File: src/rtl/lfsr_press_gen.sv
// Computer-press generator: compares the LFSR sample against the switch level and
// emits rate-limited single-cycle press pulses, counting them with saturation.
module lfsr_press_gen #(
    parameter int unsigned WIDTH   = 8,
    parameter int unsigned HOLDOFF = 3,
    parameter int unsigned CNT_W   = 4
) (
    input  logic             clk,
    input  logic             reset,
    input  logic             enable,
    input  logic             game_over,
    input  logic [WIDTH-1:0] rand_val,
    input  logic [WIDTH-1:0] level,
    output logic             press,
    output logic             busy,
    output logic [CNT_W-1:0] press_count
);

    typedef enum logic [1:0] {
        S_IDLE,
        S_ARMED,
        S_PRESS,
        S_COOLDOWN
    } state_t;

    localparam logic [7:0] HOLD_LOAD = 8'(HOLDOFF - 1);

    state_t           state_q, state_d;
    logic [7:0]       cool_q, cool_d;
    logic [CNT_W-1:0] cnt_q, cnt_d;
    logic             go_q;
    logic             press_q, press_d;
    logic             busy_q, busy_d;
    logic             stopped;

    always_comb begin
        stopped = game_over | go_q;
        state_d = state_q;
        cool_d  = cool_q;
        cnt_d   = cnt_q;
        case (state_q)
            S_IDLE: begin
                if (enable && !stopped) state_d = S_ARMED;
            end
            S_ARMED: begin
                if (!enable || stopped) begin
                    state_d = S_IDLE;
                end else if (rand_val < level) begin
                    state_d = S_PRESS;
                    if (cnt_q != '1) cnt_d = cnt_q + 1'b1;
                end
            end
            S_PRESS: begin
                // A registered press always completes; aborts are honoured from COOLDOWN.
                state_d = S_COOLDOWN;
                cool_d  = HOLD_LOAD;
            end
            S_COOLDOWN: begin
                if (!enable || stopped) begin
                    state_d = S_IDLE;
                    cool_d  = '0;
                end else if (cool_q == '0) begin
                    state_d = S_ARMED;
                end else begin
                    cool_d = cool_q - 1'b1;
                end
            end
            default: state_d = S_IDLE;
        endcase
        press_d = (state_d == S_PRESS);
        busy_d  = (state_d == S_PRESS) || (state_d == S_COOLDOWN);
    end

    always_ff @(posedge clk) begin
        if (reset) begin
            state_q <= S_IDLE;
            cool_q  <= '0;
            cnt_q   <= '0;
            go_q    <= 1'b0;
            press_q <= 1'b0;
            busy_q  <= 1'b0;
        end else begin
            state_q <= state_d;
            cool_q  <= cool_d;
            cnt_q   <= cnt_d;
            go_q    <= go_q | game_over;
            press_q <= press_d;
            busy_q  <= busy_d;
        end
    end

    assign press       = press_q;
    assign busy        = busy_q;
    assign press_count = cnt_q;

endmodule

File: config.mk
export PLATFORM = sky130hd
export DESIGN_NAME = lfsr_press_gen
export DESIGN_NICKNAME = d
export VERILOG_FILES = /design/src/rtl/lfsr_press_gen.sv
export SDC_FILE = /design/constraint.sdc
export NUM_CORES = 1
export LEC_CHECK = 0
export BUFFER_PORTS_ARGS = -buffer_cell sky130_fd_sc_hd__buf_2
export CORE_UTILIZATION = 48
export CTS_BUF_LIST = sky130_fd_sc_hd__clkbuf_2 sky130_fd_sc_hd__clkbuf_4 sky130_fd_sc_hd__clkbuf_8
export DETAILED_ROUTE_END_ITERATION = 12
export PLACE_DENSITY = 0.89
export SETUP_SLACK_MARGIN = 0.2
export SLEW_MARGIN = 5
export SYNTH_ARGS = -nofsm -noshare
export SYNTH_HDL_FRONTEND = slang
export SYNTH_SLANG_ARGS = --single-unit
File: constraint.sdc
create_clock -name clk -period 2.4 [get_ports clk]
set_input_delay 0.72 -clock clk [delete_from_list [all_inputs] [get_ports clk]]
set_output_delay 0.72 -clock clk [all_outputs]
set_load 0.1 [all_outputs]
; ---- After elaboration in Yosys (flattened, before gate mapping)
; Cells that the tools add are included.
[op_classes]
n_addsub = 2
magnitude_cmp = 1
n_eq_ne = 7
mux = 9
bitwise = 2
n_reduce_logical = 10
[op_table]
columns = operator, n
row1 = 8-bit two-way mux, 2
row2 = 8-bit one-hot mux with 2 select lines, 1
row3 = 2-bit two-way mux, 5
row4 = 2-bit equality test (second input constant), 4
row5 = 8-bit logical NOT, 1
row6 = 8-bit < comparator, 1
row7 = 2-bit one-hot mux with 4 select lines, 1
row8 = 8-bit by 1-bit subtractor with 8-bit output (second input constant), 1
row9 = 4-bit by 1-bit adder with 4-bit output (second input constant), 1
row10 = 4-bit inequality test (second input constant), 1
row11 = 4-bit AND reduction, 1
row12 = 3-bit inequality test (second input constant), 1
row13 = 2-bit by 1-bit equality test with 1-bit output (second input constant), 1
row14 = 1-bit logical NOT, 2
row15 = 2-bit logical NOT, 1
row16 = 1-bit logical OR, 2
row17 = 2-bit AND reduction, 1
row18 = 2-bit nonzero test, 1
row19 = 1-bit logical AND, 1
row20 = 1-bit NOT, 1
row21 = 1-bit OR, 1
[totals]
reg_bits = 17
wordCells = 37

; ---- Logic depth before layout (Yosys ltp)
[depth]
ltp_word = 7
mapped_depth = 7
mapped_depth_nobuf = 7

; ---- Least setup slack after synthesis
; OpenSTA, ideal clock, no wires.
[synth_path]
path_type = input -> register
from = in level[6]
to = reg cnt_q[0] (netlist: press_count[0])
setup_time_ns = 0.121
arrival_ns = 2.164
slack_ns = 0.114
path_stages = 7
path_buffers = 0
path_cell_list = inv_1 -> ha_1 -> and3_1 -> a221oi_2 -> o31a_2 -> and3_4 -> mux2_4
[synth_via]
elab_chain_cells = 2
[synth_rtl]
columns = element, line_no
row1 = "start, declared", 13  ; input logic [WIDTH-1:0] level,
row2 = 8-bit < comparator, 48  ; end else if (rand_val < level) begin
row3 = 4-bit AND reduction (no source line), --
row4 = "end signal, assigned", 85  ; cnt_q <= cnt_d;
row5 = "end, declared", 30  ; logic [CNT_W-1:0] cnt_q, cnt_d;
; Every way passes these cells.
; A chain may end at the register's enable or synchronous reset.

; ---- Final worst setup path
[layout_path]
from = in level[7]
to = reg cnt_q[0] (netlist: press_count[0])
; Same word-level chain as after synthesis.

==> impl_metrics.csv <==
group,metric,value,unit
run_status,status,"finished, final reports clean",
clock_network,cts_root_buf,"sky130_fd_sc_hd__clkbuf_4",
die,top_level_ports,26,
clock_network,cts.sinks,16,
timing,final_setup_violating_endpoints,0,
timing,maxSlewHeadroom,68.28,%
global_routing,vias_in_the_first_global_route,763,
timing,layout_worst_path_cycle_share,86.38,%
timing,worst_slew_pin_slew,0.4742,ns
worst_setup_path,slowest_stage,"sky130_fd_sc_hd__or3b_1",
worst_hold_path,hold_class,"reg2reg",
clock_network,cts_repair_resize_count,0,
timing,clock_skew,0.007891,ns
yosys,yosys.area_share.xor_xnor,3.558,%
global_routing,grt_overflow,0,
clock_network,ctsHtreeMaxLevel,1,
clock_network,cts_inserted_buffers,3,
yosys,synth_compound_area_share,17.15,%
yosys,synth_async_sr_flop_share,0,%
die,die_area,2236,µm²
worst_setup_path,worstPathRequired,2.58,ns
yosys,synth.ff_latch_count,16,
yosys,yosysSeqAreaShare,32.53,%
clock_network,post_cts.repair.setup_buffers,0,
worst_setup_path,critPathArrivalTime,2.25,ns
routing,drt-vias-per-instance,5.339,
yosys,post_synth_num_cell_types,35,
worst_setup_path,criticalPathCategory,"in2reg",
yosys,synth-simple-area-share,27.32,%
routing,drt_pass1_iterations,4,
final_layout,nNetsFinal,170,
placement,hpwlAfterDp,1644,µm
global_routing,grt_start_max_net_pins,16,
worst_setup_path,setup.worst_path.start_class,"primary input",
die,die-height,47.29,µm
final_layout,layout_common_cells,"sky130_fd_sc_hd__buf_2 (25), sky130_fd_sc_hd__dfxtp_1 (15), sky130_fd_sc_hd__nor2_1 (14), sky130_fd_sc_hd__inv_1 (7), sky130_fd_sc_hd__ha_1 (7)",
clock_network,clkLatencyLatePin,0.28,ns
power,total_design_power,484.6,µW
yosys,main_combinational_cell_family_by_area_after_synthesis,"simple AND/OR/NAND/NOR gates",
die,core.rowCount,16,
clock_network,clkSlewWorstSetupHoldPaths,0.09,ns
job,cap_violations,0,
final_layout,final-instance-count-excl-fill,165,
global_routing,antenna_found_initial,0,
yosys,synth_adder_area_share,12.71,%
timing,drv_slew,0,
yosys,syn_area_per_cell,8.952,µm²
timing,timing_hold_violations_final,0,
placement,gpl.final_weighted_congestion,0.7859,
timing,unrepaired_setup_endpoints_after_global_routing,"no",
yosys,netlist_instances,110,
placement,placed_cells,162,
routing,drt_drc_violations_left,0,
worst_setup_path,worst-path-buf-inv,2,
routing,detailroute.via_count,881,
final_layout,syn_to_final_growth,24.78,%
yosys,number_of_warnings_printed_during_yosys_synthesis,0,
final_layout,final_common_cell,"sky130_fd_sc_hd__buf_2",
worst_setup_path,critical_path_maximum_fanout,2,
clock_network,cts_hold_repair.buffers,0,
worst_setup_path,critPathMaxStageDelay,0.36,ns
power,leakage_power_summed_over_all_cells,0.0005295,µW
worst_setup_path,critical_path.endpoint_type,"flip-flop",
clock_network,tritoncts,"yes",
timing,maxClockFrequency,482.4,MHz
routing,avgRoutedWirePerCell,12.01,µm
global_routing,grt_first_pass_wirelength,2877,µm
routing,postRouteAntennaNets,0,
yosys,synth-edff-count,0,
timing,period_needed,2.073,ns
yosys,postSynthNetCount,140,
routing,detail_route.iter0.violations,19,
final_layout,drive_gt1_share,34.78,%
power,max-vdd-ir-drop,0.0003302,V
global_routing,global_route.usage.total,18.27,%
worst_setup_path,worst_path_dominant_cell_family,"simple AND/OR/NAND/NOR gates",
yosys,post_synth_instance_area,984.7,µm²
worst_setup_path,cp_cell_sequence,"buf_2, inv_12, ha_4, or3b_1, a221oi_2, o31a_2, and3_4, mux2_4",
timing,fin_setup_tns,0,ns
yosys,synth.area.mux_share,2.541,%
final_layout,n_fill_cell,172,
clock_network,cts_max_path_buffers,2,
die,floorplan.initialDensity,50.71,%
routing,wirelength,1982,µm
final_layout,antenna_cells,0,
die,die_width,47.29,µm
placement,io_buffers,25,
yosys,most_used_flip_flop_cell_after_synthesis,"sky130_fd_sc_hd__dfxtp_1",
power,cellPowerDensity,394.4,nW/µm²
die,coreArea,1942,µm²
-- registers in the layout (all words and copies together), names as in the netlist --
register     flops
cool_q           8
press            1
go_q             1
state_q          2
press_count      4
-- synth_stat cells (2+ instances only) --
cell type | number | area (µm²)
sky130_fd_sc_hd__a211oi_1 | 3 | 22.52
sky130_fd_sc_hd__a21o_2 | 2 | 17.52
sky130_fd_sc_hd__a21oi_1 | 4 | 20.02
sky130_fd_sc_hd__a31oi_1 | 2 | 12.51
sky130_fd_sc_hd__and3_1 | 2 | 12.51
sky130_fd_sc_hd__dfxtp_1 | 16 | 320.3
sky130_fd_sc_hd__ha_1 | 10 | 125.1
sky130_fd_sc_hd__inv_1 | 10 | 37.54
sky130_fd_sc_hd__nand2_1 | 6 | 22.52
sky130_fd_sc_hd__nand2b_1 | 4 | 25.02
sky130_fd_sc_hd__nand3_1 | 2 | 10.01
sky130_fd_sc_hd__nor2_1 | 14 | 52.55
sky130_fd_sc_hd__nor3_1 | 6 | 30.03
sky130_fd_sc_hd__o21ai_0 | 4 | 20.02
sky130_fd_sc_hd__or3_1 | 2 | 12.51
sky130_fd_sc_hd__xnor2_1 | 4 | 35.03
-- area by class of cell --
type	instances	area (µm²)	area share (%)
multi-input cells	83	665.6	54.18
flip-flops and latches	16	321.6	26.17
repair buffers	26	132.6	10.79
inverters	10	52.55	4.277
well taps	27	33.78	2.749
clock buffers	3	22.52	1.833
-- kinds of logic (layout without fill, tap and decap cells) --
| group | Yosys count | count (layout) |
|---|---|---|
| multiplexers | 2 | 2 |
| adder cells (fa/ha/maj) | 10 | 10 |
| AND/OR/NAND/NOR | 46 | 46 |
| AO/OA/AOI/OAI | 21 | 21 |
| flip-flops | 16 | 16 |
| buffers and inverters | 11 | 39 |
| XOR/XNOR | 4 | 4 |
-- path summary, 6_finish.rpt --
kind | from | endpoint | slack [ns] | cells past startpoint
worst max-delay path | level[7] | press_count[0] | 0.33 | 8
worst min-delay path | cool_q[2] | cool_q[2] | 0.49 | 2
worst max register to register | cool_q[0] | cool_q[4] | 0.45 | 7
worst min register to register | cool_q[2] | cool_q[2] | 0.49 | 2
-- metrics by stage --
| step | utilization [%] | setup WS (ns) | area [µm²] | hold slack (ns) |
|---|---|---|---|---|
| after detailed placement | 62.11 | 0.01347 | 1206 | 0.4752 |
| after floorplan | - | 0.1933 | 1044 | 0.4476 |
| final | 63.27 | 0.3269 | 1229 | 0.4914 |
| after CTS | 63.27 | 0.3148 | 1229 | 0.4890 |
| after global routing | 63.27 | 0.2311 | 1229 | 0.5241 |
| after global placement | 62.11 | 0.03865 | 1206 | 0.4639 |
-- worst register-to-register path, stage by stage (launching register included) --
cell                      delay, ns
sky130_fd_sc_hd__dfxtp_1       0.34
sky130_fd_sc_hd__inv_1         0.09
sky130_fd_sc_hd__ha_1          0.14
sky130_fd_sc_hd__or3b_2        0.50
sky130_fd_sc_hd__o41ai_4       0.42
sky130_fd_sc_hd__nor3_1        0.13
sky130_fd_sc_hd__xnor2_1       0.17
sky130_fd_sc_hd__nor2_1        0.06
-- power by group --
part / switching (µW) / internal [µW] / total [µW]
Clock: 74.5 / 58.2 / 133
Sequential: 3.95 / 268 / 272
Combinational: 40.0 / 39.6 / 79.6
Total: 118 / 366 / 485
-- routing by layer --
layer  GRT usage, %  share of wire (%)  vias to the layer above
li1               -                  -                      451
met1          19.30                 43                      401
met2          35.89                 52                       25
met3          2.308                4.4                        4
met4          6.857                1.1                        0
met5              0                  0                        -
(Power assumes the default switching activity.)
